<file path="src/rtl/dir_input_ctrl.sv">
// Direction input controller: synchronizes and debounces four buttons, turns
// press events into queued turns and applies one queued turn per game step.
module dir_input_ctrl #(
  parameter int DB_CYCLES = 500000
) (
  input  logic       sys_clk,
  input  logic       sys_rst,
  input  logic       btn_up,
  input  logic       btn_right,
  input  logic       btn_down,
  input  logic       btn_left,
  input  logic       update_clk,
  output logic [0:1] dir,
  output logic [1:0] q_count,
  output logic       turn_drop
);

  localparam int CW = (DB_CYCLES > 2) ? $clog2(DB_CYCLES) : 1;
  localparam logic [CW-1:0] CNT_LAST = CW'(DB_CYCLES - 1);

  // Bit index equals the direction code: 0 up, 1 right, 2 down, 3 left.
  logic [3:0] btn_raw;
  assign btn_raw = {btn_left, btn_down, btn_right, btn_up};

  logic [3:0]    sync1, sync2, db_level;
  logic [CW-1:0] db_cnt [4];
  logic [3:0]    db_flip, press;

  logic [1:0] dir_q;
  logic [1:0] fifo_q [2];
  logic       upd_prev;

  logic       cand_valid, reject, tick, pop, push, drop;
  logic [1:0] cand, ref_dir;

  always_comb begin
    db_flip = '0;
    for (int i = 0; i < 4; i++) begin
      db_flip[i] = (sync2[i] != db_level[i]) && (db_cnt[i] == CNT_LAST);
    end
    press = db_flip & ~db_level;
  end

  always_comb begin
    cand_valid = |press;
    if (press[0])      cand = 2'd0;
    else if (press[1]) cand = 2'd1;
    else if (press[2]) cand = 2'd2;
    else               cand = 2'd3;

    // Turns are judged against the last direction the snake will have taken.
    if (q_count == 2'd2)      ref_dir = fifo_q[1];
    else if (q_count == 2'd1) ref_dir = fifo_q[0];
    else                      ref_dir = dir_q;

    reject = (cand == ref_dir) || (cand == (ref_dir ^ 2'b10));
    tick   = update_clk && !upd_prev;
    pop    = tick && (q_count != 2'd0);
    push   = cand_valid && !reject && ((q_count != 2'd2) || pop);
    drop   = cand_valid && !push;
  end

  always_ff @(posedge sys_clk) begin
    if (sys_rst) begin
      sync1    <= '0;
      sync2    <= '0;
      db_level <= '0;
      for (int i = 0; i < 4; i++) db_cnt[i] <= '0;
    end else begin
      sync1 <= btn_raw;
      sync2 <= sync1;
      for (int i = 0; i < 4; i++) begin
        if (sync2[i] == db_level[i]) begin
          db_cnt[i] <= '0;
        end else if (db_flip[i]) begin
          db_level[i] <= ~db_level[i];
          db_cnt[i]   <= '0;
        end else begin
          db_cnt[i] <= db_cnt[i] + 1'b1;
        end
      end
    end
  end

  always_ff @(posedge sys_clk) begin
    if (sys_rst) begin
      dir_q     <= 2'b01;
      q_count   <= 2'd0;
      fifo_q[0] <= 2'd0;
      fifo_q[1] <= 2'd0;
      turn_drop <= 1'b0;
      upd_prev  <= 1'b0;
    end else begin
      upd_prev  <= update_clk;
      turn_drop <= drop;
      if (pop) dir_q <= fifo_q[0];
      case ({push, pop})
        2'b10: begin
          if (q_count == 2'd0) fifo_q[0] <= cand;
          else                 fifo_q[1] <= cand;
          q_count <= q_count + 2'd1;
        end
        2'b01: begin
          fifo_q[0] <= fifo_q[1];
          q_count   <= q_count - 2'd1;
        end
        2'b11: begin
          // Head leaves, the new turn becomes the tail; depth is unchanged.
          if (q_count == 2'd1) begin
            fifo_q[0] <= cand;
          end else begin
            fifo_q[0] <= fifo_q[1];
            fifo_q[1] <= cand;
          end
        end
        default: ;
      endcase
    end
  end

  assign dir = dir_q;

endmodule

</file>
<file path="config.mk">
export PLATFORM = sky130hd
export DESIGN_NAME = dir_input_ctrl
export DESIGN_NICKNAME = d
export VERILOG_FILES = /design/src/rtl/dir_input_ctrl.sv
export SDC_FILE = /design/constraint.sdc
export NUM_CORES = 1
export LEC_CHECK = 0
export ABC_CLOCK_PERIOD_IN_PS = 4600
export BUFFER_PORTS_ARGS = -buffer_cell sky130_fd_sc_hd__buf_2
export CORE_MARGIN = 5
export CORE_UTILIZATION = 40
export DETAILED_ROUTE_END_ITERATION = 6
export PLACE_DENSITY = 0.66
export SETUP_SLACK_MARGIN = 0.5
export SYNTH_ARGS = -nofsm -noshare
export SYNTH_HDL_FRONTEND = slang
export SYNTH_SLANG_ARGS = --single-unit
export TNS_END_PERCENT = 20
</file>
<file path="constraint.sdc">
create_clock -name sys_clk -period 4.6 [get_ports sys_clk]
set_input_delay 0.69 -clock sys_clk [delete_from_list [all_inputs] [get_ports sys_clk]]
set_output_delay 0.69 -clock sys_clk [all_outputs]
set_load 0.05 [all_outputs]
</file>
# --- Word-level counts from Yosys, hierarchy flattened ---
# Memory sizes are Yosys's and may differ from the RTL's.
# Index checks and enable logic that the tools add are counted.
classes:
  eq_ne: 20
  bitwise_logic: 29
  add_sub_neg: 6
  n_mux: 89
  n_reduce_logical: 22
op_table:
  columns: ["cell", "count"]
  rows:
  - ["19-bit 2-to-1 mux", 12]
  - ["19-bit by 1-bit adder with 19-bit output, second input constant", 4]
  - ["19-bit == test, second input constant", 4]
  - ["1-bit 2-to-1 mux", 66]
  - ["2-bit 2-to-1 mux", 10]
  - ["1-bit OR", 18]
  - ["1-bit logical AND", 9]
  - ["1-bit NOT", 9]
  - ["2-bit AND reduction", 4]
  - ["2-bit == test, second input constant", 3]
  - ["4-bit AND", 1]
  - ["1-bit == test", 4]
  - ["2-bit by 1-bit == test with 1-bit output, second input constant", 2]
  - ["2-bit == test", 2]
  - ["1-bit != test", 4]
  - ["4-bit NOT", 1]
  - ["2-bit one-hot mux with 2 select lines", 1]
  - ["2-bit nonzero test", 2]
  - ["4-bit OR reduction", 1]
  - ["1-bit logical NOT", 3]
  - ["2-bit by 1-bit adder with 2-bit output, second input constant", 1]
  - ["2-bit logical NOT", 1]
  - ["1-bit logical OR", 2]
  - ["2-bit != test, second input constant", 1]
  - ["2-bit by 1-bit subtractor with 2-bit output, second input constant", 1]
word_totals:
  n_memories: 2
  input_bits: 7
  output_inout_bits: 5
  mem_bits_rw: 80
  word_cells: 178
  ff_bits: 18
memory_table:
  columns: ["name", "words", "word_bits", "read_ports", "rd_ports_with_merged_regs", "write_ports", "line_no", "text"]
  rows:
  - ["db_cnt", 4, 19, 4, 0, 4, "26", "logic [CW-1:0] db_cnt [4];"]
  - ["fifo_q", 2, 2, 2, 0, 2, "30", "logic [1:0] fifo_q [2];"]

# --- Longest topological paths before layout ---
# Gate-level depths: netlist (run 1).
# An unclocked memory read counts as a cell.
depth:
  depth_word: 20
  ltp_mapped: 13
  depth_no_buf: 13

# --- Least setup slack after synthesis (run 1) ---
# No wires, ideal clock.
synth_timing:
  path_kind: "reg2reg"
  startpoint: "memory db_cnt[0][10] (netlist name)"
  endpoint: "memory fifo_q[0][1] (data pin)"
  required_ps: 4329
  setup_time_ps: 271
  slack_ps: 1769
  arrival_time_ps: 2560
  path_stages_with_launch: 12
  synth_period_minus_slack_ps: 2831
  path_buffers: 0
  path_cell_list: "edfxtp_1 or4b_1 nor4b_4 a32oi_2 xnor2_1 and3b_1 ha_1 nand2_1 nor2_1 nor2_1 o2bb2a_1 o22ai_1"
synth_rtl:
  columns: ["item", "line_no"]
  rows:
  - ["from (decl)", "26"]
  - ["to (decl)", "30"]

==> summary.md, run 1 <==
| Metric | Value |
|---|---|
| Initial antenna violation count | `0` |
| Area of the die | `0.0152 sq mm` |
| First-pass GRT wire length | `15100 um` |
| Net Sw Frac | `20.2%` |
| Critical path capture point type | `flop` |
| Sequential Power Share | `52.8%` |
| Largest net degree at the start of global routing | `29` |
| Clock Tree Root | `clkbuf_16` |
| Yosys cell types | `50` |
| Per-cell routed wire length | `11.8 um` |
| WL final | `8900 um` |
| Met3 usage | `2.84%` |
| Crit path DAT | `3.21 ns` |
| Final Non-Filler Cells | `752` |
| Worst vdd ir | `250 uV` |
| Starting Density | `40.7%` |
| CP Class | `flop to flop` |
| Die Y | `123 um` |
| Setup violators final | `0` |
| Post-Place Cells | `736` |
| Run status | `finished clean` |
| Setup TNS | `0 ns` |
| Fin nets | `592` |
| Hold Fails Final Rpt | `0` |
| 1st-iter DRT viols | `134` |
| Simple-gate portion of the synthesized area | `25.1%` |
| Clk_lat worst skew | `0.34 ns` |
| Pre-antenna DRT Iters | `4` |
| GRT Util Overall | `12.5%` |
| Final setup margin | `1.46 ns` |
| DR vias | `3530` |
| RSZ-0062 raised after global routing | `no` |
| Final period utilization | `68.2%` |
| Grt peak-use layer | `met2` |
| Post-DP HPWL | `6430 um` |
| GR Util met1 | `16.1%` |
| Proportion of synthesized area in mux cells | `0.587%` |
| Core Region | `0.0126 sq mm` |
| Slew headroom | `55.1%` |
| Input/output buffers | `11` |
| Tmin final | `3.14 ns` |
| Syn-to-layout area delta | `16.2%` |
| Total grt overflow | `0` |
| CTS tree | `done` |
| Max FO, Critical Path | `6` |
| GP Congestion | `0.778` |
| Adder-Cell Fraction of Synth Area | `2.45%` |
| Cell Int Power | `1.55 mW` |
| WP data required | `4.67 ns` |
| PD cells | `327 mW/mm^2` |
| Total of max-cap violations | `0` |
| Num rows | `41` |
| Top cells by area, synth | `edfxtp_1 (47%), nor2_1 (7.6%), dfxtp_1 (7.0%), xor2_1 (6.7%), xnor2_1 (5.5%)` |
| Vias in the first global route | `3445` |
| CTS sink cnt | `98` |
| Post-CTS setup buffer count | `0` |
| ANT cells | `0` |
| Leakage power | `2.12 nW` |
| Post-route DRC | `0` |
| Hold Path Class | `flop to flop` |
| Share of layout cells above drive strength 1 | `6.55%` |
| Register area share after synthesis | `54.0%` |
| Combinational cell fraction of total power | `3.6%` |
| CTS clk-pin slew, worst paths | `0.07 ns` |
| Synth Instances | `490` |
| Area leader, netlist | `edfxtp_1` |
| Vias per cell | `4.69` |
| Seq cells post-synth | `98` |
| Post-synthesis xor/xnor area fraction | `12.2%` |
| Post-Syn Area | `0.00512 sq mm` |
| Clock skew | `0.00884 ns` |
| Max Fclk | `319 MHz` |
| Prevailing post-synth register cell | `edfxtp_1` |
| Total CTS buffers | `9` |
| Psw | `0.393 mW` |
| Met2 Usage GRT | `20.5%` |
| Clock network power share | `43.6%` |
| FFs w/ async S/R, synth | `0%` |
| Max Slew Vio Count | `0` |
| Fin util | `47.3%` |
| Post-synth EDFFs | `80` |
| Crit path launch type | `flop` |
| Routed Antenna Nets | `0` |
| Clock buffer depth | `2` |
| Worst-Margin Slew | `0.673 ns` |
| Worst slack, placed | `1.48 ns` |
| CTS H-tree depth | `3` |
| Mapped Avg Cell Area | `10.4 sq um` |
| Post-synth top area share | `47.0%` |
| CTS hold repair buffers | `0` |
| Number of I/O pins | `12` |
| Largest family of logic cells by synthesized area | `simple AND/OR/NAND/NOR gates` |
| CTS resizes | `0` |
| Die width | `123 um` |
| Synth Area in Compound Gates | `3.57%` |
| Synth Warn # | `0` |
## per-layer routing
layer	part of all wire, %	up-vias
met5	0	-
met4	0.73	0
met3	2.2	6
met2	50	39
met1	47	1674
li1	-	1811
## placed cells by master (no fill, tap or decap), types with 4 or more instances in the layout
master,n
nand3_1,31
conb_1,76
ha_1,10
nand4_1,16
dfxtp_1,18
edfxtp_1,80
xor2_1,39
a21oi_1,10
inv_1,14
clkbuf_16,9
buf_2,11
nand2_1,41
nor2b_1,13
or3_1,9
xnor2_1,32
nor3_1,4
nor4_1,6
o21ai_0,5
nor2_1,103
## logic make-up (layout without fill, tap and decap cells)
family	Yosys count	count (layout)
simple gates	255	255
flops	98	98
xor+xnor	71	71
compound gates	26	26
buf+inv	26	41
fa+ha+maj	10	10
mux	3	3
other cells	1	76
## critical path, stage by stage (launching register included)
cell and delay [ns]:
edfxtp_1 0.49, or4b_1 0.52, nor3_2 0.15, nor4b_4 0.31, a32oi_2 0.14, xnor2_1 0.29
and3b_1 0.24, ha_1 0.17, nand2_1 0.05, nor2_1 0.12, nor2_1 0.08, o2bb2a_1 0.24
o22ai_1 0.08
## layout make-up
class                           count  area, sq um
Clock buffer                       10          229
Clock inverter                      6          105
Fill cell                        1172         6620
Inverter                           14         52.6
Multi-Input combinational cell    441         2530
Sequential cell                    98         2760
Tap cell                          172          215
Timing Repair Buffer               11         55.1
## power groups by stage
stage	clock [mW]	combinational, mW	sequential [mW]
floorplan	0	0.0597	1.03
global placement	0	0.0683	1.04
detailed placement	0	0.0693	1.04
CTS	0.869	0.0701	1.03
global route	0.903	0.0815	1.03
finish	0.846	0.0708	1.03
## stage by stage
step	instance area, sq um	power, mW	hold WS, ns
4_1_cts	5950	1.96	0.438
2_1_floorplan	5400	1.09	0.414
5_1_grt	5950	2.01	0.463
3_5_place_dp	5610	1.11	0.422
6_report	5950	1.94	0.438
3_3_place_gp	5610	1.11	0.424
## flip-flops by register name (all words and copies together) (netlist names)
signal / flops
db_cnt: 76
db_level: 4
dir: 2
fifo_q: 4
q_count: 2
sync1: 4
sync2: 4
turn_drop: 1
upd_prev: 1
## final timing paths
kind	cells past startpoint	slack, ns	from	endpoint
max	12	1.46	db_cnt[0][9]	fifo_q[0][1]
min	1	0.44	sync1[3]	sync2[3]
max reg2reg	12	1.46	db_cnt[0][9]	fifo_q[0][1]
min reg2reg	1	0.44	sync1[3]	sync2[3]
## Yosys cell counts (2+ instances only)
master	instances
nor2_1	103
nand4_1	16
nor3b_1	3
or4b_1	3
and4_1	2
o21bai_1	2
o21ai_0	5
or3_1	9
or2_2	3
buf_2	5
o22ai_1	2
nor3_1	4
clkbuf_1	5
or4_1	2
nand2_1	41
xor2_1	39
xnor2_1	32
nor2b_1	13
nor4_1	6
a21oi_1	10
edfxtp_1	80
and2_1	2
nand3b_1	2
mux2i_1	3
nand3_1	31
ha_1	10
nor3_4	2
inv_1	14
dfxtp_1	18
and3_1	3
Power figures use the tool's default switching activity.
==> run 2: changes to the inputs <==
- ABC_CLOCK_PERIOD_IN_PS: 4600 -> 3150
- clock period: 4.6 -> 3.15 ns (I/O delays scaled with it)
==> summary.md, run 2 (synthesis gave the netlist of run 1 again) <==
| Metric | Value |
|---|---|
| Run status | `finished clean` |
| Kind of cell adding the most delay to the critical path | `simple AND/OR/NAND/NOR gates` |
| Final setup margin | `0.171 ns` |
| Critical Path End | `fifo_q[0][0]` |
| 1st-iter DRT viols | `130` |
| Total grt overflow | `0` |
| Clock Tree Root | `clkbuf_16` |
| Worst-path cell chain | `or4b_4, nor3_4, nand2_1, o41ai_4, a311oi_2, and3b_1, ha_2, nand2_1, nor2_2, nor2_2, a32oi_1, o22ai_1` |
| WL final | `8900 um` |
| CTS H-tree depth | `3` |
| Total of max-cap violations | `0` |
| Vias per cell | `4.66` |
| Num rows | `41` |
| Reg2reg end | `fifo_q[0][0]` |
| Starting Density | `40.7%` |
| Sequential Power Share | `54.9%` |
| Hold Fails Final Rpt | `0` |
| Overall power | `2.72 mW` |
| Die Y | `123 um` |
| Max FO, Critical Path | `3` |
| Clock skew | `0.00733 ns` |
| Clk_lat worst skew | `0.34 ns` |
| Die width | `123 um` |
| Max reg flops | `76` |
| Worst vdd ir | `323 uV` |
| Stages on worst setup path | `12` |
| Area of the die | `0.0152 sq mm` |
| Setup violators final | `0` |
| WP data required | `3.20 ns` |
| Most common cell after layout, fill and taps aside | `nor2_1` |
| Psw | `0.554 mW` |
| Max Slew Vio Count | `0` |
| DR vias | `3600` |
| R2R Setup Slk | `0.17 ns` |
| Tmin final | `2.98 ns` |
| Initial antenna violation count | `0` |
| Slew headroom | `56.5%` |
| Setup TNS | `0 ns` |
| Crit path DAT | `3.03 ns` |
| Final instance area | `0.00616 sq mm` |
| Crit path buffers/inverters | `0` |
| Pre-antenna DRT Iters | `4` |
| Cell Int Power | `2.17 mW` |
| GP Congestion | `0.785` |
| Cells on worst reg2reg path | `12` |
| GRT Util Overall | `12.7%` |
| Critical path capture point type | `flop` |
| Clock buffer depth | `2` |
| DP Area | `0.00566 sq mm` |
| Syn-to-layout area delta | `20.4%` |
| Clock network power share | `40.8%` |
| Number of I/O pins | `12` |
| First-pass GRT wire length | `15400 um` |
| Routed Antenna Nets | `0` |
| CP Class | `flop to flop` |
| Worst slack, placed | `0.100 ns` |
| PD cells | `442 mW/mm^2` |
| Post-route DRC | `0` |
| Final period utilization | `94.6%` |
| Max Fclk | `336 MHz` |
| CTS tree | `done` |
| Net Sw Frac | `20.3%` |
| Largest net degree at the start of global routing | `29` |
| Slowest CP cell | `or4b_4` |
| Commonest cells after routing, fill and taps aside | `nor2_1 (100), edfxtp_1 (80), conb_1 (76)` |
| Total CTS buffers | `9` |
| CTS sink cnt | `98` |
| ANT cells | `0` |
| Post-DP HPWL | `6380 um` |
| Hold Path Class | `input port to flop` |
| RSZ-0062 raised after global routing | `yes` |
| Worst r2r src | `db_cnt[0][12]` |
| Worst-Margin Slew | `0.652 ns` |
| Critical path's largest stage delay | `0.54 ns` |
| Per-cell routed wire length | `11.5 um` |
| Fin nets | `613` |
| Share of layout cells above drive strength 1 | `11.5%` |
| Top reg by flops | `db_cnt` |
| Vias in the first global route | `3455` |
| Leakage power | `2.26 nW` |
| CTS clk-pin slew, worst paths | `0.06 ns` |
| Core Region | `0.0126 sq mm` |
| Input/output buffers | `11` |
| Crit path launch type | `flop` |
| Worst Setup SP | `db_cnt[0][12]` |
| Combinational cell fraction of total power | `4.4%` |
## run 2: worst reg2reg max path, cell delays in order (launching register included)
cell and delay [ns]:
edfxtp_1 0.42, or4b_4 0.54, nor3_4 0.18, nand2_1 0.11
o41ai_4 0.35, a311oi_2 0.12, and3b_1 0.27, ha_2 0.18
nand2_1 0.06, nor2_2 0.14, nor2_2 0.07, a32oi_1 0.17
o22ai_1 0.10
## run 2: power by group through the flow
| stage | Combinational [mW] | Sequential [mW] | Clock [mW] |
|---|---|---|---|
| 3_3_place_gp | 0.104 | 1.52 | 0 |
| 2_1_floorplan | 0.0871 | 1.51 | 0 |
| 5_1_grt | 0.137 | 1.50 | 1.21 |
| 4_1_cts | 0.111 | 1.49 | 1.14 |
| 3_5_place_dp | 0.104 | 1.52 | 0 |
| 6_report | 0.119 | 1.49 | 1.11 |
## run 2: layer usage
layer | wire (um) | share of wire, % | track usage [%]
met4 | 149 | 1.7 | 5.54
met5 | 0 | 0 | 0
met1 | 4170 | 47 | 16.7
met2 | 4360 | 49 | 20.7
met3 | 212 | 2.4 | 2.15
## run 2: metrics by stage
stage	util [%]	std cells	hold slack [ns]
after floorplan	-	565	0.414
after global placement	45.0	741	0.425
after detailed placement	45.0	741	0.428
after CTS	48.4	765	0.333
after global routing	49.0	773	0.340
final	49.0	773	0.345
## run 2: repair_timing
action	4_1_cts	5_1_grt
buffers inserted	8	8
endpoints found under the setup margin	10	12
pin swaps	11	11
gates resized for setup	9	5
gates cloned	0	0
hold buffers	0	0
## run 2: how the worst min path moves through the flow
stage	startpoint	to	slack (ns)	cells after the start
CTS	btn_left	sync1[3]	0.33	2
global placement	sync1[1]	sync2[1]	0.42	1
global route	btn_right	sync1[1]	0.34	2
detailed placement	sync1[1]	sync2[1]	0.43	1
finish	btn_left	sync1[3]	0.35	2
floorplan	sync1[0]	sync2[0]	0.41	1
## run 2: cell type report
cell class / count / area, sq um
fillers: 1145 / 6410
clock buffers: 16 / 313
multi-input cells: 441 / 2610
inverters: 14 / 52.6
repair buffers: 32 / 213
flip-flops and latches: 98 / 2760
well taps: 172 / 215
